<file path="src/rtl/ppu_fetch_arbiter_if.sv">
// ppu_fetch_arbiter_if: bundles the BG-fetcher, sprite-fetcher and memory-port
// signals of the PPU fetch arbiter.
//   slave  : arbiter side (takes fetcher requests and memory data, drives grants and data)
//   master : environment side (fetchers plus memory port)
// Signal names keep their _in/_out suffixes from the arbiter's point of view.
interface ppu_fetch_arbiter_if;
  logic [15:0] bg_addr_in;
  logic        bg_addr_valid_in;
  logic [7:0]  bg_data_out;
  logic        bg_data_valid_out;
  logic        bg_pause_out;
  logic        spr_req_in;
  logic [15:0] spr_addr_in;
  logic        spr_addr_valid_in;
  logic        spr_grant_out;
  logic [7:0]  spr_data_out;
  logic        spr_data_valid_out;
  logic [15:0] mem_addr_out;
  logic        mem_addr_valid_out;
  logic [7:0]  mem_data_in;
  logic        mem_data_valid_in;
  logic        lcd_stall_out;

  modport slave (
    input  bg_addr_in, bg_addr_valid_in, spr_req_in, spr_addr_in, spr_addr_valid_in,
           mem_data_in, mem_data_valid_in,
    output bg_data_out, bg_data_valid_out, bg_pause_out, spr_grant_out, spr_data_out,
           spr_data_valid_out, mem_addr_out, mem_addr_valid_out, lcd_stall_out
  );

  modport master (
    output bg_addr_in, bg_addr_valid_in, spr_req_in, spr_addr_in, spr_addr_valid_in,
           mem_data_in, mem_data_valid_in,
    input  bg_data_out, bg_data_valid_out, bg_pause_out, spr_grant_out, spr_data_out,
           spr_data_valid_out, mem_addr_out, mem_addr_valid_out, lcd_stall_out
  );
endinterface

</file>
<file path="src/rtl/ppu_fetch_arbiter.sv">
// ppu_fetch_arbiter: shares the single PPU VRAM/OAM read port between the BG
// fetcher and the sprite fetcher during mode 3.
//   BG_OWN -> (DRAIN) -> SPR_OWN -> BG_OWN. DRAIN lets the BG fetcher finish an
//   in-flight access for up to DRAIN_MAX T-cycles, then forces the handover.
// Ports:
//   clk_in, rst_n_in (async, active-low), tclk_in (T-cycle enable),
//   line_start_in (mode-3 start pulse), bus (ppu_fetch_arbiter_if.slave),
//   spr_penalty_out (T-cycles outside BG_OWN this line).
// Optional feature: define STATS_EN to build the saturating sprite-penalty
// counter; without it spr_penalty_out is tied to 0.
module ppu_fetch_arbiter #(
  parameter int DRAIN_MAX = 4,
  parameter int PENALTY_W = 8
) (
  input  logic                 clk_in,
  input  logic                 rst_n_in,
  input  logic                 tclk_in,
  input  logic                 line_start_in,
  ppu_fetch_arbiter_if.slave   bus,
  output logic [PENALTY_W-1:0] spr_penalty_out
);

  localparam int CNT_W = (DRAIN_MAX > 1) ? $clog2(DRAIN_MAX) : 1;

  typedef enum logic [1:0] {BG_OWN, DRAIN, SPR_OWN} state_e;

  state_e           state_q, state_d;
  logic [CNT_W-1:0] cnt_q, cnt_d;
  logic             spr_own;

  always_ff @(posedge clk_in or negedge rst_n_in) begin
    if (!rst_n_in) begin
      state_q <= BG_OWN;
      cnt_q   <= '0;
    end else if (tclk_in) begin
      state_q <= state_d;
      cnt_q   <= cnt_d;
    end
  end

  always_comb begin
    state_d = state_q;
    cnt_d   = cnt_q;
    unique case (state_q)
      BG_OWN: begin
        if (bus.spr_req_in) begin
          state_d = bus.bg_addr_valid_in ? DRAIN : SPR_OWN;
          cnt_d   = '0;
        end
      end
      DRAIN: begin
        // A withdrawn request beats a finished or timed-out drain.
        if (!bus.spr_req_in)
          state_d = BG_OWN;
        else if (!bus.bg_addr_valid_in || cnt_q == CNT_W'(DRAIN_MAX - 1))
          state_d = SPR_OWN;
        else
          cnt_d = cnt_q + 1'b1;
      end
      SPR_OWN: begin
        // Never hand back while the sprite fetcher has an access in flight.
        if (!bus.spr_req_in && !bus.spr_addr_valid_in)
          state_d = BG_OWN;
      end
      default: state_d = BG_OWN;
    endcase
  end

  // BG keeps the port during DRAIN; only SPR_OWN routes the sprite side.
  assign spr_own = (state_q == SPR_OWN);

  assign bus.mem_addr_out       = spr_own ? bus.spr_addr_in : bus.bg_addr_in;
  assign bus.mem_addr_valid_out = spr_own ? bus.spr_addr_valid_in : bus.bg_addr_valid_in;

  assign bus.bg_data_valid_out  = !spr_own && bus.mem_data_valid_in;
  assign bus.bg_data_out        = bus.bg_data_valid_out ? bus.mem_data_in : 8'hFF;
  assign bus.spr_data_valid_out = spr_own && bus.mem_data_valid_in;
  assign bus.spr_data_out       = bus.spr_data_valid_out ? bus.mem_data_in : 8'hFF;

  assign bus.bg_pause_out  = (state_q != BG_OWN);
  assign bus.spr_grant_out = spr_own;
  assign bus.lcd_stall_out = bus.bg_pause_out;

`ifdef STATS_EN
  logic [PENALTY_W-1:0] pen_q;

  always_ff @(posedge clk_in or negedge rst_n_in) begin
    if (!rst_n_in)
      pen_q <= '0;
    else if (tclk_in) begin
      if (line_start_in)
        pen_q <= '0;
      else if (state_q != BG_OWN && pen_q != {PENALTY_W{1'b1}})
        pen_q <= pen_q + 1'b1;
    end
  end

  assign spr_penalty_out = pen_q;
`else
  logic unused_line_start;
  assign unused_line_start = line_start_in;
  assign spr_penalty_out   = '0;
`endif

endmodule

</file>
<file path="src/flat_wrapper.sv">
// flat-port wrapper written by rule: the top's interface ports become plain ports
module ppu_fetch_arbiter_flat 
#(
  parameter int DRAIN_MAX = 4,
  parameter int PENALTY_W = 8
)
  (clk_in, rst_n_in, tclk_in, line_start_in, spr_penalty_out, bus_bg_addr_in, bus_bg_addr_valid_in, bus_spr_req_in, bus_spr_addr_in, bus_spr_addr_valid_in, bus_mem_data_in, bus_mem_data_valid_in, bus_bg_data_out, bus_bg_data_valid_out, bus_bg_pause_out, bus_spr_grant_out, bus_spr_data_out, bus_spr_data_valid_out, bus_mem_addr_out, bus_mem_addr_valid_out, bus_lcd_stall_out);
  ppu_fetch_arbiter_if bus_i ();
  input  logic clk_in;
  input  logic rst_n_in;
  input  logic tclk_in;
  input  logic line_start_in;
  output logic [PENALTY_W-1:0] spr_penalty_out;
  input wire logic [$bits(bus_i.bg_addr_in)-1:0] bus_bg_addr_in;
  input wire logic [$bits(bus_i.bg_addr_valid_in)-1:0] bus_bg_addr_valid_in;
  input wire logic [$bits(bus_i.spr_req_in)-1:0] bus_spr_req_in;
  input wire logic [$bits(bus_i.spr_addr_in)-1:0] bus_spr_addr_in;
  input wire logic [$bits(bus_i.spr_addr_valid_in)-1:0] bus_spr_addr_valid_in;
  input wire logic [$bits(bus_i.mem_data_in)-1:0] bus_mem_data_in;
  input wire logic [$bits(bus_i.mem_data_valid_in)-1:0] bus_mem_data_valid_in;
  output wire logic [$bits(bus_i.bg_data_out)-1:0] bus_bg_data_out;
  output wire logic [$bits(bus_i.bg_data_valid_out)-1:0] bus_bg_data_valid_out;
  output wire logic [$bits(bus_i.bg_pause_out)-1:0] bus_bg_pause_out;
  output wire logic [$bits(bus_i.spr_grant_out)-1:0] bus_spr_grant_out;
  output wire logic [$bits(bus_i.spr_data_out)-1:0] bus_spr_data_out;
  output wire logic [$bits(bus_i.spr_data_valid_out)-1:0] bus_spr_data_valid_out;
  output wire logic [$bits(bus_i.mem_addr_out)-1:0] bus_mem_addr_out;
  output wire logic [$bits(bus_i.mem_addr_valid_out)-1:0] bus_mem_addr_valid_out;
  output wire logic [$bits(bus_i.lcd_stall_out)-1:0] bus_lcd_stall_out;
  assign bus_i.bg_addr_in = bus_bg_addr_in;
  assign bus_i.bg_addr_valid_in = bus_bg_addr_valid_in;
  assign bus_i.spr_req_in = bus_spr_req_in;
  assign bus_i.spr_addr_in = bus_spr_addr_in;
  assign bus_i.spr_addr_valid_in = bus_spr_addr_valid_in;
  assign bus_i.mem_data_in = bus_mem_data_in;
  assign bus_i.mem_data_valid_in = bus_mem_data_valid_in;
  assign bus_bg_data_out = bus_i.bg_data_out;
  assign bus_bg_data_valid_out = bus_i.bg_data_valid_out;
  assign bus_bg_pause_out = bus_i.bg_pause_out;
  assign bus_spr_grant_out = bus_i.spr_grant_out;
  assign bus_spr_data_out = bus_i.spr_data_out;
  assign bus_spr_data_valid_out = bus_i.spr_data_valid_out;
  assign bus_mem_addr_out = bus_i.mem_addr_out;
  assign bus_mem_addr_valid_out = bus_i.mem_addr_valid_out;
  assign bus_lcd_stall_out = bus_i.lcd_stall_out;
  ppu_fetch_arbiter #(.DRAIN_MAX(DRAIN_MAX), .PENALTY_W(PENALTY_W)) u_core (.clk_in(clk_in), .rst_n_in(rst_n_in), .tclk_in(tclk_in), .line_start_in(line_start_in), .bus(bus_i), .spr_penalty_out(spr_penalty_out));
endmodule
</file>
<file path="config.mk">
export PLATFORM = sky130hd
export DESIGN_NAME = ppu_fetch_arbiter_flat
export DESIGN_NICKNAME = d
export VERILOG_FILES = /design/src/rtl/ppu_fetch_arbiter_if.sv /design/src/rtl/ppu_fetch_arbiter.sv /design/src/flat_wrapper.sv
export SDC_FILE = /design/constraint.sdc
export NUM_CORES = 1
export LEC_CHECK = 0
export ABC_AREA = 1
export CAP_MARGIN = 20
export CELL_PAD_IN_SITES_DETAIL_PLACEMENT = 1
export CELL_PAD_IN_SITES_GLOBAL_PLACEMENT = 2
export CORE_MARGIN = 2
export CORE_UTILIZATION = 10
export DETAILED_ROUTE_END_ITERATION = 7
export GPL_ROUTABILITY_DRIVEN = 0
export PLACE_DENSITY_LB_ADDON = 0.05
export SETUP_SLACK_MARGIN = 0.2
export SKIP_LAST_GASP = 1
export SLEW_MARGIN = 20
export SYNTH_ARGS = -nofsm -noshare
export SYNTH_HDL_FRONTEND = slang
export SYNTH_SLANG_ARGS = --single-unit
export TNS_END_PERCENT = 10
</file>
<file path="constraint.sdc">
create_clock -name clk_in -period 1.5 [get_ports clk_in]
set_input_delay 0.3 -clock clk_in [delete_from_list [all_inputs] [get_ports clk_in]]
set_output_delay 0.3 -clock clk_in [all_outputs]
set_load 0.1 [all_outputs]
</file>
After elaboration in Yosys (flattened, before gate mapping)
Index checks and enable logic that the tools add are counted.
{"block": "op_classes", "multipliers": 0, "n_eq_ne": 8, "div_mod_pow": 0, "mux": 14, "order_cmp": 0, "shifts": 0, "n_reduce_logical": 13, "bitwise": 0, "add_sub_neg": 1}
{"cell": "$mux W16", "count": 1}
{"cell": "$mux W2", "count": 8}
{"cell": "$mux W8", "count": 2}
{"cell": "$ne A2 B2 Y1 const B", "count": 4}
{"cell": "$pmux W2 S3", "count": 1}
{"cell": "$reduce_and A5 Y1", "count": 1}
{"cell": "$eq A2 B2 Y1 const B", "count": 2}
{"cell": "$logic_not A1 Y1", "count": 4}
{"cell": "$pmux W2 S2", "count": 1}
{"cell": "$reduce_and A4 Y1", "count": 1}
{"cell": "$reduce_bool A2 Y1", "count": 2}
{"cell": "$logic_and A1 B1 Y1", "count": 3}
{"cell": "$ne A3 B2 Y1 const B", "count": 1}
{"cell": "$add A2 B1 Y2 const B", "count": 1}
{"cell": "$eq A2 B1 Y1 const B", "count": 1}
{"cell": "$logic_not A2 Y1", "count": 1}
{"cell": "$logic_or A1 B1 Y1", "count": 1}
{"cell": "$mux W1", "count": 1}
{"block": "word_totals", "register_bits": 4, "mem_bits_rw": 0, "latchBits": 0, "output_inout_bits": 46, "rom_bits": 0, "in_bits": 48, "mem_count": 0}

Depth between registers and ports, before layout
Gate-level depths: netlist (run 1).
{"block": "logic_depth", "depth_word": 5, "mapped_depth": 7}

Worst setup path before layout (run 1)
No wires, ideal clock.
{"block": "synth_timing", "path_type": "flip-flop to output port", "startpoint": "reg u_core.state_q[1]", "endpoint": "out bus_mem_addr_valid_out", "path_stages_with_launch": 5, "required_ns": 1.200, "n_path_buf": 1, "path_slack_ns": -1.596, "arrival_ns": 2.796, "path_cell_list": "dfrtp_1 -> inv_2 -> nor2_4 -> buf_6 -> o21ai_0"}
{"block": "synth_via", "elab_chain_len": 2}
{"element": "from (decl)", "line": "ppu_fetch_arbiter.sv:27", "text": "state_e state_q, state_d;"}
{"element": "from (signal assigned)", "line": "ppu_fetch_arbiter.sv:36", "text": "state_q <= state_d;"}
{"element": "$eq A2 B2 Y1", "line": "ppu_fetch_arbiter.sv:70", "text": "assign spr_own = (state_q == SPR_OWN);"}
{"element": "$mux W1", "line": "ppu_fetch_arbiter.sv:73", "text": "assign bus.mem_addr_valid_out = spr_own ? bus.spr_addr_valid_in : bus.bg_addr_valid_in;"}
{"element": "to (decl)", "line": "flat_wrapper.sv:28", "text": "output wire logic [$bits(bus_i.mem_addr_valid_out)-1:0] bus_mem_addr_valid_out;"}
No other way between the ends.

Worst setup path in the final report (run 1)
{"block": "layout_timing", "startpoint": "reg u_core.state_q[0]", "endpoint": "out bus_spr_data_out[7]"}
{"block": "layout_via", "elab_chain_len": 3}
{"element": "$eq A2 B2 Y1", "line": "ppu_fetch_arbiter.sv:70"}
{"element": "$logic_and A1 B1 Y1", "line": "ppu_fetch_arbiter.sv:77", "text": "assign bus.spr_data_valid_out = spr_own && bus.mem_data_valid_in;"}
{"element": "$mux W8", "line": "ppu_fetch_arbiter.sv:78", "text": "assign bus.spr_data_out = bus.spr_data_valid_out ? bus.mem_data_in : 8'hFF;"}
{"element": "to (decl)", "line": "flat_wrapper.sv:25", "text": "output wire logic [$bits(bus_i.spr_data_out)-1:0] bus_spr_data_out;"}
No other way between the ends.

==> results of run 1 <==
-- what timing repair did --
item                                    in CTS  in global routing
endpoints found under the setup margin      41                 42
buffers inserted                             1                  0
resized for setup                            2                  1
pin swaps                                    1                  1
-- registers in the layout, indices dropped and copies added (netlist names) --
signal          count
u_core.state_q      2
u_core.cnt_q        2
-- layout make-up --
type,count,area share (%)
Inverter,17,2.97
Clock buffer,3,1.75
Sequential cell,4,4.24
Multi-Input combinational cell,107,26.6
Timing Repair Buffer,102,59.4
Tap cell,96,5.09
-- power breakdown --
part | switching (mW) | leakage [nW] | internal [mW] | total [mW]
logic | 3.22 | 1.12 | 1.71 | 4.93
clock network | 0.0614 | 0.0216 | 0.172 | 0.233
registers | 0.0309 | 0.0531 | 0.148 | 0.179
total | 3.31 | 1.19 | 2.03 | 5.34
-- cells in the mapped netlist --
cell | count | area (um2)
nand3_1 | 5 | 25.0
inv_1 | 15 | 56.3
dfrtp_1 | 4 | 100
ha_1 | 1 | 12.5
nor2_1 | 5 | 18.8
buf_6 | 2 | 22.5
nor2_4 | 1 | 11.3
inv_2 | 1 | 3.75
buf_4 | 10 | 75.1
nor2_8 | 2 | 40.0
inv_4 | 1 | 6.26
nand2_1 | 77 | 289
nand4_1 | 1 | 6.26
o21ai_1 | 1 | 5.00
conb_1 | 1 | 3.75
a21boi_0 | 1 | 7.51
nor2_2 | 1 | 6.26
o21ai_0 | 4 | 20.0
-- how the worst max path moves through the flow --
stage                     startpoint                  end  slack, ns  cells past startpoint
5_1_grt            u_core.state_q[0]  bus_mem_addr_out[2]      -0.29                      5
4_1_cts            u_core.state_q[1]  bus_spr_data_out[7]      -0.21                      7
6_report           u_core.state_q[0]  bus_spr_data_out[7]      -0.20                      6
3_3_place_gp   bus_mem_data_valid_in  bus_spr_data_out[1]      -0.24                      6
3_5_place_dp   bus_mem_data_valid_in  bus_spr_data_out[7]      -0.25                      6
2_1_floorplan      u_core.state_q[1]   bus_bg_data_out[0]      -0.31                      5
-- layer usage --
metal	global-route usage, %	wire, um	vias up
met1	10.7	1340	508
li1	-	-	579
met4	3.72	60	0
met3	3.92	465	5
met5	0	0	-
met2	18.4	1900	67
-- worst max-delay path, delay by kind of cell (launching register included) --
kind	cells	cell delay (ns)
flops	1	0.40
simple gates	3	0.38
buf+inv	3	0.40
-- cells by family (layout without fill, tap and decap cells) --
family / count (synthesis) / after routing / synth area share [%]
fa+ha+maj: 1 / 1 / 1.76
compound gates: 6 / 6 / 4.59
buf+inv: 29 / 122 / 23.1
other cells: 1 / 8 / 0.529
flops: 4 / 4 / 14.1
simple gates: 92 / 92 / 55.9
==> out/results.tsv, run 1 <==
metric	value	unit
Congestion Overflow GR	0	
commonest non-fill, non-tap cell in the layout	nand2_1	
Core Region	6830	um2
1st-pass router iterations	4	
pin count of the biggest net entering global routing	10	
antenna violations before repair	0	
Reg area	100	um2
min Tclk post-route	1.70	ns
total of warnings raised by yosys	0	
status	finished with violations	
placed cells	325	
Diodes inserted	0	
Post-Syn Area	709	um2
CP max stage delay	0.40	ns
Worst-Skew Late Latency	0.22	ns
Netlist cell types	18	
failing checks	setup timing	
register clock-pin slew on the reported worst setup and hold paths	0.03	ns
Pwr Total	5.34	mW
CP endpoint kind	primary output	
hpwl dp	3400	um
first-pass GRT wire length	6220	um
CTS Buf Count	3	
multi-input logic area	628	um2
Leak Pwr	1.19	nW
cells on worst reg2reg path	6	
CP max-delay cell	dfrtp_1	
CP required	1.20	ns
Final Instance Area	2360	um2
drt wl/cell	11.4	um
area growth from synthesis to layout	233	%
DP Area	2300	um2
gr usage total	10.2	%
Final Hold Vio Count	0	
Final period util	113	%
worst r2r src	u_core.state_q[0]	
Top Ports	94	
synthesized area per cell	5.33	um2
Hold Crit Class	in -> async	
layout cells sized above 1	40.3	%
crit-path max FO	6	
# DRC	0	
# Max-Cap Violations	0	
Reg2Reg Setup Slack	0.07	ns
Synth Instances	133	
clock skew	0.0000869	ns
Root Buffer	clkbuf_8	
count of non-filler cells in the finished layout	329	
Nets	284	
reg2reg end	u_core.state_q[1]	
die height	88.2	um
Worst Setup Start Kind	flip-flop	
Most common cell on crit path	buf_12	
Detailed Route WL	3760	um
sequential area share after synthesis	14.1	%
die area	7780	um2
final setup vio count	38	
vias in the first global route	1339	
post-route setup slack	-0.196	ns
H-tree levels	1	
number of register bits inferred by synthesis	4	
vias post-DR	1159	
port bufs	84	
Clock Sink Count	4	
Rows	30	
vias per inst	3.52	
WHS	0.280	ns
power density cells	2260	nW/um2
pre-CTS WS	-0.247	ns
VDD IR max	0.727	mV
post-cts hold buffer count	0	
FMAX	0.590	GHz
iteration-0 DRC count of the detailed router	13	
Initial Util	10.4	%
Final Util	34.6	%
Crit Path Class	reg -> out	
Final Max Slew Viols	0	
RSZ-0062 raised after global routing	yes	
CTS tree	yes	
Die X	88.2	um
commonest non-fill, non-tap cells in the layout	nand2_1, clkdlybuf4s50_1, buf_12	
Final ANT Viol Nets	0	
worst path cell trace	nor2_4 > inv_4 > nor2_8 > buf_12 > nand2_4 > buf_12	
WP data arrival	1.40	ns
CTS max path bufs	2	
fillers	815	
Setup TNS	-6.44	ns
(Power assumes the default switching activity.)
==> run 2: changes to the inputs <==
--- a/config.mk
+++ b/config.mk
@@ -9,8 +9,10 @@
 export CAP_MARGIN = 20
 export CELL_PAD_IN_SITES_DETAIL_PLACEMENT = 1
 export CELL_PAD_IN_SITES_GLOBAL_PLACEMENT = 2
+export CORE_ASPECT_RATIO = 0.7
 export CORE_MARGIN = 2
 export CORE_UTILIZATION = 10
+export CTS_BUF_LIST = sky130_fd_sc_hd__clkbuf_2
 export DETAILED_ROUTE_END_ITERATION = 7
 export GPL_ROUTABILITY_DRIVEN = 0
 export PLACE_DENSITY_LB_ADDON = 0.05
==> run 2 against run 1 <==
The run still ends with setup timing left. Critical path depth did not move. First-iteration DRC count increased by 69%. Global-route usage is 0.89 points lower. Die area up 0.14%. Routed wire length is 2.5% lower. Cell count decreased by 1.8%. Utilization decreased by 0.82 points. Largest cell class unchanged. Largest power group unchanged.
==> out/results.tsv, run 2 (synthesis results as in run 1) <==
metric	value	unit	change
Setup TNS	-6.61	ns	was -6.44 ns
CTS Buf Count	3		unchanged
Die X	105	um	was 88.2 um
count of non-filler cells in the finished layout	323		was 329
Final ANT Viol Nets	0		unchanged
post-route setup slack	-0.211	ns	was -0.196 ns
WHS	0.291	ns	was 0.280 ns
die area	7790	um2	was 7780 um2
commonest non-fill, non-tap cell in the layout	nand2_1		unchanged
area growth from synthesis to layout	224	%	was 233%
Worst-Skew Late Latency	0.21	ns	was 0.22 ns
Hold Crit Class	in -> async		unchanged
vias in the first global route	1212		was 1339
Diodes inserted	0		unchanged
CP max stage delay	0.40	ns	about the same
Initial Util	10.4	%	about the same
post-cts hold buffer count	0		unchanged
clock skew	0.00688	ns	was 0.0000869 ns
FMAX	0.584	GHz	was 0.590 GHz
failing checks	setup timing		unchanged
Reg2Reg Setup Slack	0.09	ns	was 0.07 ns
CTS max path bufs	2		unchanged
vias per inst	3.53		was 3.52
drt wl/cell	11.3	um	was 11.4 um
RSZ-0062 raised after global routing	yes		unchanged
Worst Setup Start Kind	flip-flop		unchanged
cells on worst reg2reg path	6		unchanged
Leak Pwr	1.16	nW	was 1.19 nW
H-tree levels	1		unchanged
commonest non-fill, non-tap cells in the layout	nand2_1, clkdlybuf4s50_1, buf_12		unchanged
status	finished with violations		unchanged
reg2reg end	u_core.state_q[1]		unchanged
Most common cell on crit path	buf_12		unchanged
Final Instance Area	2300	um2	was 2360 um2
hpwl dp	3320	um	was 3400 um
Congestion Overflow GR	0		unchanged
CP max-delay cell	dfrtp_1		unchanged
1st-pass router iterations	4		unchanged
pre-CTS WS	-0.276	ns	was -0.247 ns
Nets	280		was 284
Crit Path Class	reg -> out		unchanged
layout cells sized above 1	39.7	%	was 40.3%
# DRC	0		unchanged
register clock-pin slew on the reported worst setup and hold paths	0.05	ns	was 0.03 ns
Pwr Total	5.16	mW	was 5.34 mW
Root Buffer	clkbuf_2		was clkbuf_8
Clock Sink Count	4		unchanged
placed cells	319		was 325
Top Ports	94		unchanged
# Max-Cap Violations	0		unchanged
CP endpoint kind	primary output		unchanged
die height	74.5	um	was 88.2 um
CP required	1.20	ns	about the same
WP data arrival	1.41	ns	was 1.40 ns
largest registers	u_core.cnt_q x2, u_core.state_q x2		unchanged
pin count of the biggest net entering global routing	12		was 10
antenna violations before repair	0		unchanged
worst r2r src	u_core.state_q[0]		unchanged
min Tclk post-route	1.71	ns	was 1.70 ns
Core Region	6820	um2	was 6830 um2
Final Max Slew Viols	0		unchanged
Final Util	33.7	%	was 34.6%
crit-path max FO	9		was 6
Detailed Route WL	3670	um	was 3760 um
Final Hold Vio Count	0		unchanged
Rows	25		was 30
fillers	799		was 815
CTS tree	yes		unchanged
worst path cell trace	nor2_4 > buf_12 > nor2_8 > buf_12 > nand2_4 > buf_12		was nor2_4 > inv_4 > nor2_8 > buf_12 > nand2_4 > buf_12
VDD IR max	1.04	mV	was 0.727 mV
port bufs	84		unchanged
gr usage total	9.29	%	was 10.2%
power density cells	2240	nW/um2	was 2260 nW/um2
vias post-DR	1141		was 1159
final setup vio count	37		was 38
DP Area	2270	um2	was 2300 um2
first-pass GRT wire length	5750	um	was 6220 um
iteration-0 DRC count of the detailed router	22		was 13
Final period util	114	%	was 113%
run 2: where the power goes:
group / internal [mW] / switching [mW]
logic: 1.67 / 3.22
registers: 0.148 / 0.0313
clock network: 0.0538 / 0.0450
total: 1.87 / 3.29
run 2: worst max path at each step:
stage / startpoint / end / slack, ns / cells past startpoint
after global placement: bus_mem_data_valid_in / bus_bg_data_out[3] / -0.24 / 6
final: u_core.state_q[0] / bus_bg_data_out[5] / -0.21 / 6
after global routing: u_core.state_q[0] / bus_spr_data_out[6] / -0.32 / 6
after floorplan: u_core.state_q[1] / bus_bg_data_out[0] / -0.31 / 5
after detailed placement: bus_mem_data_valid_in / bus_spr_data_out[2] / -0.28 / 6
after CTS: u_core.state_q[1] / bus_mem_addr_out[6] / -0.24 / 6
run 2: timing repair:
item,CTS,global route
setup endpoints to repair,42,42
gates resized for setup,1,2
pin swaps,1,1
buffers inserted,1,0
run 2: layer usage:
layer  wire, um  share of wire [%]  up-vias  track usage (%)
li1           -                  -      570                -
met1       1720                 47      504             12.3
met2       1530                 42       65             14.0
met3        388                 11        2             4.38
met4         19               0.52        0             1.78
met5          0                  0        -                0
run 2: area by class of cell:
class | count | area, um2 | area share, %
clock buffer | 3 | 15.0 | 0.653
inverter | 17 | 70.1 | 3.05
timing repair buffer | 98 | 1370 | 59.4
sequential | 4 | 100 | 4.35
multi-input combinational | 107 | 631 | 27.4
tap | 94 | 118 | 5.11
run 2: worst max-delay path, delay by kind of cell (launching register included):
family | cells | cell delay [ns]
flip-flops | 1 | 0.40
buffers and inverters | 3 | 0.48
AND/OR/NAND/NOR | 3 | 0.32
==> run 3: changes to the inputs <==
--- a/config.mk
+++ b/config.mk
@@ -10,7 +10,7 @@
 export CELL_PAD_IN_SITES_DETAIL_PLACEMENT = 1
 export CELL_PAD_IN_SITES_GLOBAL_PLACEMENT = 2
 export CORE_ASPECT_RATIO = 0.7
-export CORE_MARGIN = 2
+export CORE_MARGIN = 5
 export CORE_UTILIZATION = 10
 export CTS_BUF_LIST = sky130_fd_sc_hd__clkbuf_2
 export DETAILED_ROUTE_END_ITERATION = 7
@@ -18,7 +18,7 @@
 export PLACE_DENSITY_LB_ADDON = 0.05
 export SETUP_SLACK_MARGIN = 0.2
 export SKIP_LAST_GASP = 1
-export SLEW_MARGIN = 20
+export SLEW_MARGIN = 0
 export SYNTH_ARGS = -nofsm -noshare
 export SYNTH_HDL_FRONTEND = slang
 export SYNTH_SLANG_ARGS = --single-unit
==> run 3 against run 2 <==
The flow still finishes with violations (setup timing). Die area increased by 14%. Utilization decreased by 0.13 points. Total power decreased by 0.33%. Sequential power about the same. Flip-flop and latch count unchanged. Register-to-register slack improved by 0.02 ns. Via count decreased by 2.4%. Sequential share of layout area about the same. Design area decreased by 0.38%. Count of clock-buffer cells in the layout unchanged. Maximum frequency decreased by 0.69%.
==> out/results.tsv, run 3 (synthesis results as in run 1) <==
metric	value	unit	change
Detailed Route WL	3920	um	was 3670 um
commonest non-fill, non-tap cells in the layout	nand2_1, clkdlybuf4s50_1, buf_12		unchanged
fillers	795		was 799
Top Family by Delay on Critical Path	buffers and inverters		unchanged
Reg area	100	um2	unchanged
worst path cell trace	nor2_4 > inv_4 > nor2_8 > buf_12 > nand2_4 > buf_12		was nor2_4 > buf_12 > nor2_8 > buf_12 > nand2_4 > buf_12
Final Hold Vio Count	0		unchanged
# DRC	0		unchanged
# Max-Cap Violations	0		unchanged
Final period util	115	%	was 114%
clock skew	0.00321	ns	was 0.00688 ns
status	finished with violations		unchanged
count of non-filler cells in the finished layout	321		was 323
Final Util	33.6	%	was 33.7%
multi-input logic area	628	um2	was 631 um2
CTS Buf Count	3		unchanged
hpwl dp	3650	um	was 3320 um
Core Region	6820	um2	unchanged
layout cells sized above 1	38.8	%	was 39.7%
Initial Util	10.4	%	unchanged
Crit. Startpoint	u_core.state_q[0]		unchanged
CP required	1.20	ns	about the same
pin count of the biggest net entering global routing	12		unchanged
drt wl/cell	12.2	um	was 11.3 um
gr usage total	8.72	%	was 9.29%
Rows	25		unchanged
Pwr Total	5.14	mW	was 5.16 mW
post-route setup slack	-0.223	ns	was -0.211 ns
Setup TNS	-6.56	ns	was -6.61 ns
CTS max path bufs	2		unchanged
first-pass GRT wire length	6200	um	was 5750 um
FMAX	0.580	GHz	was 0.584 GHz
CP endpoint kind	primary output		unchanged
CP max stage delay	0.40	ns	about the same
WP data arrival	1.42	ns	was 1.41 ns
vias post-DR	1114		was 1141
CTS tree	yes		unchanged
crit-path max FO	9		unchanged
placed cells	318		was 319
final setup vio count	38		was 37
Most common cell on crit path	buf_12		unchanged
Hold Crit Class	in -> async		unchanged
min Tclk post-route	1.72	ns	was 1.71 ns
Die X	111	um	was 105 um
vias in the first global route	1215		was 1212
iteration-0 DRC count of the detailed router	18		was 22
die height	80.5	um	was 74.5 um
antenna violations before repair	0		unchanged
Buf+Inv Stages, Crit Path	3		unchanged
die area	8910	um2	was 7790 um2
RSZ-0062 raised after global routing	yes		unchanged
Crit Path Class	reg -> out		unchanged
area growth from synthesis to layout	223	%	was 224%
Congestion Overflow GR	0		unchanged
Nets	278		was 280
port bufs	84		unchanged
Final Max Slew Viols	0		unchanged
power density cells	2240	nW/um2	about the same
1st-pass router iterations	3		was 4
Top Ports	94		unchanged
Clock Sink Count	4		unchanged
CP max-delay cell	dfrtp_1		unchanged
commonest non-fill, non-tap cell in the layout	nand2_1		unchanged
Worst-Skew Late Latency	0.20	ns	was 0.21 ns
Worst Setup Start Kind	flip-flop		unchanged
Root Buffer	clkbuf_2		unchanged
Diodes inserted	0		unchanged
H-tree levels	1		unchanged
WHS	0.302	ns	was 0.291 ns
Final ANT Viol Nets	0		unchanged
vias per inst	3.47		was 3.53
worst r2r src	u_core.state_q[0]		unchanged
VDD IR max	0.688	mV	was 1.04 mV
failing checks	setup timing		unchanged
register clock-pin slew on the reported worst setup and hold paths	0.04	ns	was 0.05 ns
largest registers	u_core.cnt_q x2, u_core.state_q x2		unchanged
Leak Pwr	1.15	nW	was 1.16 nW
## run 3: cell type report
class	instances	area share, %
inverter	17	3.06
clock buffer	3	0.655
timing repair buffer	96	59.4
tap	94	5.13
multi-input combinational	107	27.4
sequential	4	4.37
## run 3: path summary, 6_finish.rpt
check	endpoint	slack [ns]	depth (start not counted)
min in group clk_in	u_core.cnt_q[1]	0.49	2
max reg2reg	u_core.state_q[1]	0.11	6
max	bus_spr_data_out[1]	-0.22	6
min	u_core.state_q[0]	0.30	1
max in group asynchronous	u_core.cnt_q[0]	1.02	1
min reg2reg	u_core.cnt_q[1]	0.49	2
## run 3: metrics by stage
step           setup slack, ns  area (um2)
2_1_floorplan           -0.306         908
3_3_place_gp            -0.250        2280
3_5_place_dp            -0.273        2280
4_1_cts                 -0.270        2290
5_1_grt                 -0.336        2290
6_report                -0.223        2290
## run 3: per-layer routing
layer	GRT usage, %	part of all wire [%]	up-vias
li1	-	-	566
met1	11.1	42	481
met2	12.8	43	65
met3	5.27	14	2
met4	1.11	0.43	0
met5	0	0	-
## run 3: where the power goes
group | switching, mW | total [mW] | internal, mW
Sequential | 0.0308 | 0.179 | 0.148
Clock | 0.0418 | 0.0955 | 0.0537
Combinational | 3.21 | 4.87 | 1.66
Total | 3.28 | 5.14 | 1.86
## run 3: what timing repair did
action                     in CTS  in global routing
hold buffers                    0                  0
hold endpoints to repair        0                  0
setup endpoints to repair      42                 42
buffers inserted                0                  0
gates resized for setup         1                  0
## run 3: worst reg2reg max path, delay by kind of cell (launching register included)
family	cells	cell delay, ns
AOI/OAI and AO/OA	1	0.20
buffers and inverters	2	0.36
DFF	1	0.40
and+or+nand+nor	3	0.36
==> edit 1 (config.mk and constraints of run 1) <==
Add a define of `STATS_EN`.
--- a/src/rtl/ppu_fetch_arbiter.sv
+++ b/src/rtl/ppu_fetch_arbiter.sv
@@ -8,6 +8,8 @@
 //   spr_penalty_out (T-cycles outside BG_OWN this line).
 // Optional feature: define STATS_EN to build the saturating sprite-penalty
 // counter; without it spr_penalty_out is tied to 0.
+`define STATS_EN
+
 module ppu_fetch_arbiter #(
   parameter int DRAIN_MAX = 4,
   parameter int PENALTY_W = 8
Behaviour: not the same (a bounded check fails within 4 cycles, from zero or initial values and one cycle with rst_n_in low).
==> edit 1 against run 1 <==
The flow still finishes with violations (setup timing); die area grew 57%; synthesized cell count grew 52%; clock power grew 140%; final area grew 33%; clock skew grew 0.0044 ns; sequential cell count grew 8; worst setup slack lost 0.043 ns; routed wire length grew 55%; hold slack gained 0.092 ns; area after synthesis grew 60%; critical path depth grew 1; power grew 21%; combinational power grew 11%; largest power group unchanged.
==> edit 1: results (changes against run 1) <==
INFO  metric result_of_the_run = finished with violations
INFO  metric failed_checks = setup timing
INFO  metric detailedPlace.worstSlack = -0.164 ns (+0.0824 ns)
INFO  metric yosysUniqueCellTypes = 19 (+1)
INFO  metric worst_setup_hold_path_clk_slew = 0.05 ns (+0.02 ns)
INFO  metric grt_max_degree = 16 (+6)
INFO  metric first_iter_violations = 25 (+12)
INFO  metric dr_total_vias = 1657 (+43%)
INFO  metric clock_insertion_delay_worst_skew = 0.24 ns (+0.02 ns)
INFO  metric drt_wl_total = 5810 um (+55%)
INFO  metric num-nonclk-inverters = 25 (+8)
INFO  metric portBuffers = 93 (+11%)
INFO  metric clock_buffers = 4 (+1)
INFO  metric synth_area_leaders = nand2_1, dfrtp_1, inv_1
INFO  metric fin_setup_tns = -6.35 ns (+0.0894 ns)
INFO  metric layout.comb_gates.multi_input = 160 (+50%)
INFO  metric critical_path.max_fanout = 4 (-2)
INFO  metric nets = 371 (+31%)
INFO  metric fin_worst_skew = 0.00452 ns (+0.00443 ns)
INFO  metric sh_seq_area = 9.57% (+5.3 points)
INFO  metric grt_first_pass_wirelength = 9660 um (+55%)
INFO  metric signal_buffers = 119 (+17%)
INFO  metric ys_top_cells_by_count = nand2_1, inv_1, nor2_1, dfrtp_1, nand3_1
INFO  metric dpl.cell_count = 452 (+39%)
INFO  metric dpl_cell_area = 0.00299 mm2 (+30%)
INFO  metric postLayoutCoreUtil = 28.6% (-6.0 points)
INFO  metric regArea = 300 um2 (+200%)
INFO  metric avgRoutedWirePerCell = 12.6 um (+11%)
INFO  metric multi_input_comb_area = 822 um2 (+31%)
INFO  metric global_route.usage.total = 9.70% (-0.48 points)
INFO  metric drive_above_1_share = 35.0% (-5.3 points)
INFO  metric vdd_ir_drop_max = 0.996 mV (+37%)
INFO  metric layout.filler_cells = 1256 (+54%)
INFO  metric report.final.setup_viol = 38 (unchanged)
INFO  metric final_critical_path_setup_slack = -0.239 ns (-0.0428 ns)
INFO  metric power_leakage = 0.00152 uW (+28%)
INFO  metric signal_buffer_area_fraction = 52.7% (-6.6 points)
INFO  metric crit_arrival = 1.44 ns (+0.04 ns)
INFO  metric yosys_register_bits = 12 (+8)
INFO  metric synthesis.instances = 202 (+52%)
INFO  metric slowest_delay = 0.38 ns (-0.02 ns)
INFO  metric seq_area_frac_synth = 26.4% (+12 points)
[edit 1: power breakdown]
group / switching [uW] / internal [uW] / leakage [uW]
clock network: 150 / 404 / 0.0000442
registers: 56.6 / 396 / 0.000163
logic: 3520 / 1930 / 0.00132
[edit 1: cell families (layout without fill, tap and decap cells)]
family	Yosys count	count (layout)	share of synthesized area (%)
DFF	12	12	26.4
adders and majority gates	2	2	2.20
and+or+nand+nor	146	146	54.7
buffers and inverters	30	148	11.3
AOI/OAI and AO/OA	12	12	5.29
[edit 1: repair_timing]
item                                    in CTS  in global routing
resized for setup                            0                  5
hold buffers                                 0                  0
setup buffers                                0                  3
pin swaps                                    0                  1
endpoints found under the setup margin      49                 51
gates cloned                                 0                  1
[edit 1: final timing paths]
| path | start | end | slack (ns) | depth (start not counted) |
|---|---|---|---|---|
| setup / recovery | u_core.state_q[0]$_DFFE_PN0P_ | bus_spr_data_out[3] | -0.24 | 7 |
| hold / removal | rst_n_in | u_core.spr_penalty_out[6]$_DFFE_PN0P_ | 0.37 | 2 |
| setup reg to reg | u_core.state_q[0]$_DFFE_PN0P_ | u_core.spr_penalty_out[5]$_DFFE_PN0P_ | 0.08 | 9 |
| hold reg to reg | u_core.cnt_q[1]$_DFFE_PN0P_ | u_core.cnt_q[1]$_DFFE_PN0P_ | 0.50 | 2 |
| max in group asynchronous | rst_n_in | u_core.state_q[0]$_DFFE_PN0P_ | 0.95 | 2 |
| min in group clk_in | u_core.cnt_q[1]$_DFFE_PN0P_ | u_core.cnt_q[1]$_DFFE_PN0P_ | 0.50 | 2 |
[edit 1: routing by layer]
layer / part of all wire, % / up-vias / track usage (%)
met5: 0 / - / 0
met4: 0.33 / 0 / 1.00
met3: 4.6 / 2 / 1.81
met2: 43 / 59 / 14.4
met1: 52 / 746 / 14.9
li1: - / 850 / -
==> edit 2 (config.mk and constraints of run 1) <==
Without the edit above. The 3 states of `state_e` get a one-hot encoding in 3 bits.
--- a/src/rtl/ppu_fetch_arbiter.sv
+++ b/src/rtl/ppu_fetch_arbiter.sv
@@ -22,7 +22,7 @@
 
   localparam int CNT_W = (DRAIN_MAX > 1) ? $clog2(DRAIN_MAX) : 1;
 
-  typedef enum logic [1:0] {BG_OWN, DRAIN, SPR_OWN} state_e;
+  typedef enum logic [2:0] {BG_OWN = 3'b001, DRAIN = 3'b010, SPR_OWN = 3'b100} state_e;
 
   state_e           state_q, state_d;
   logic [CNT_W-1:0] cnt_q, cnt_d;
Formal check against the unedited RTL: same outputs for any inputs over 10 cycles, from zero or initial values and one cycle with rst_n_in low; not proved beyond that.
==> edit 2 against run 1 <==
Synthesized cell count up 9.0%; power is 20% lower; area after synthesis is 8.8% higher; die area is 8.4% higher; final area up 0.64%; global-route usage decreased by 0.60 points; sequential share of layout area up 1.1 points; highest routed layer unchanged; worst setup slack got worse by 0.11 ns; routed wire length increased by 12%; the run still ends with setup timing left; critical path depth grew 1; largest power group unchanged; hold slack better by 0.019 ns; cell count is 5.2% higher; clock power grew 4%; sequential cell count grew 1.
==> edit 2: results (changes against run 1) <==
INFO  metric use_met3 = 0.740% (-3.2 points)
INFO  metric result_of_the_run = finished with violations
INFO  metric length_in_cells_of_the_worst_reg_to_reg_path = 11 (+5)
INFO  metric slowest_delay = 0.53 ns (+0.13 ns)
INFO  metric yosysUniqueCellTypes = 19 (+1)
INFO  metric grt_first_pass_wirelength = 6520 um (+4.9%)
INFO  metric final.hold.worst_slack = 0.300 ns (+0.0194 ns)
INFO  metric signal_buffer_area_fraction = 59.5% (+0.15 points)
INFO  metric nFlopsAndLatches = 5 (+1)
INFO  metric sh_seq_area = 5.32% (+1.1 points)
INFO  metric met1_track_demand_over_resource_in_global_routing = 10.5% (-0.20 points)
INFO  metric layout.comb_gates.multi_input = 117 (+9.3%)
INFO  metric synth_area_leaders = nand2_1, dfrtp_1, buf_4
INFO  metric fin_setup_tns = -10.17 ns (-3.74 ns)
INFO  metric report.final.setup_viol = 41 (+7.9%)
INFO  metric met1Wirelength = 1570 um (+18%)
INFO  metric ys_top_cells_by_count = nand2_1, inv_1, buf_4, nor2_1, nand3_1
INFO  metric signal_buffers = 99 (-2.9%)
INFO  metric num-nonclk-inverters = 19 (+2)
INFO  metric internal_power = 1710 uW (-16%)
INFO  metric crit_slowest_cell = dfstp_2
INFO  metric global_route.usage.total = 9.58% (-0.60 points)
INFO  metric seq_area_frac_synth = 16.4% (+2.3 points)
INFO  metric drt_wl_total = 4220 um (+12%)
INFO  metric dr_total_vias = 1236 (+6.6%)
INFO  metric grt_use_met2 = 18.5% (+0.12 points)
INFO  metric multi_input_area_share = 24.6% (-2.0 points)
INFO  metric detailedPlace.worstSlack = -0.244 ns (+0.00268 ns)
INFO  metric drive_above_1_share = 37.3% (-3.0 points)
INFO  metric final_critical_path_setup_slack = -0.309 ns (-0.113 ns)
INFO  metric detailedPlacementHpwl = 3440 um (+1.3%)
INFO  metric crit_arrival = 1.51 ns (+0.11 ns)
INFO  metric post_cts_buffers = 0 (-1)
INFO  metric route.met3.wl = 185 um (-60%)
INFO  metric postCtsResizedCells = 5 (+3)
INFO  metric setup.worst_path.end = bus_mem_addr_out[14]
INFO  metric nets = 294 (+3.5%)
INFO  metric failed_checks = setup timing
INFO  metric layout.filler_cells = 906 (+11%)
INFO  metric combinationalPowerShare = 88.8% (-3.5 points)
INFO  metric grt_pass1_vias = 1346 (+0.52%)
INFO  metric drt_pass1_iterations = 3 (-1)
INFO  metric fin_worst_skew = 0.00121 ns (+0.00112 ns)
INFO  metric power_leakage = 0.00115 uW (-3.3%)
INFO  metric first_iter_violations = 7 (-6)
INFO  metric routed-wl-met2 = 2370 um (+25%)
INFO  metric vdd_ir_drop_max = 0.378 mV (-48%)
INFO  metric regToRegSetupSlack = -0.16 ns (-0.23 ns)
INFO  metric clock_buffers = 4 (+1)
INFO  metric crit_path_start = u_core.state_q[0]$_DFFE_PN1P_
[edit 2: changes by cell type in the layout (fill, tap and decap cells not counted), sizes merged, moves of 2 or more]
cell           run 1  this run
buf               56        51
clkbuf             3         6
inv               16        19
nand2             77        81
nand3              5         7
nand4              1         5
nor2               9        13
o21ai              5         2
[edit 2: cells by family (layout without fill, tap and decap cells)]
kind of cell             Yosys count  after routing  synth area share [%]
flip-flops                         5              5                  16.4
adder cells (fa/ha/maj)            1              1                  1.62
AO/OA/AOI/OAI                      2              2                  1.30
AND/OR/NAND/NOR                  105            106                  59.2
other                              1              8                 0.486
buffers and inverters             31            122                  21.1
[edit 2: through the flow]
| step | power, uW | instances | instance area, um2 | utilization, % |
|---|---|---|---|---|
| after global placement | 3800 | 335 | 2180 | 28.7 |
| after global routing | 4470 | 346 | 2380 | 31.2 |
| after detailed placement | 3840 | 335 | 2180 | 28.7 |
| after CTS | 4150 | 340 | 2260 | 29.7 |
| after floorplan | 2510 | 152 | 847 | - |
| final | 4280 | 346 | 2380 | 31.2 |
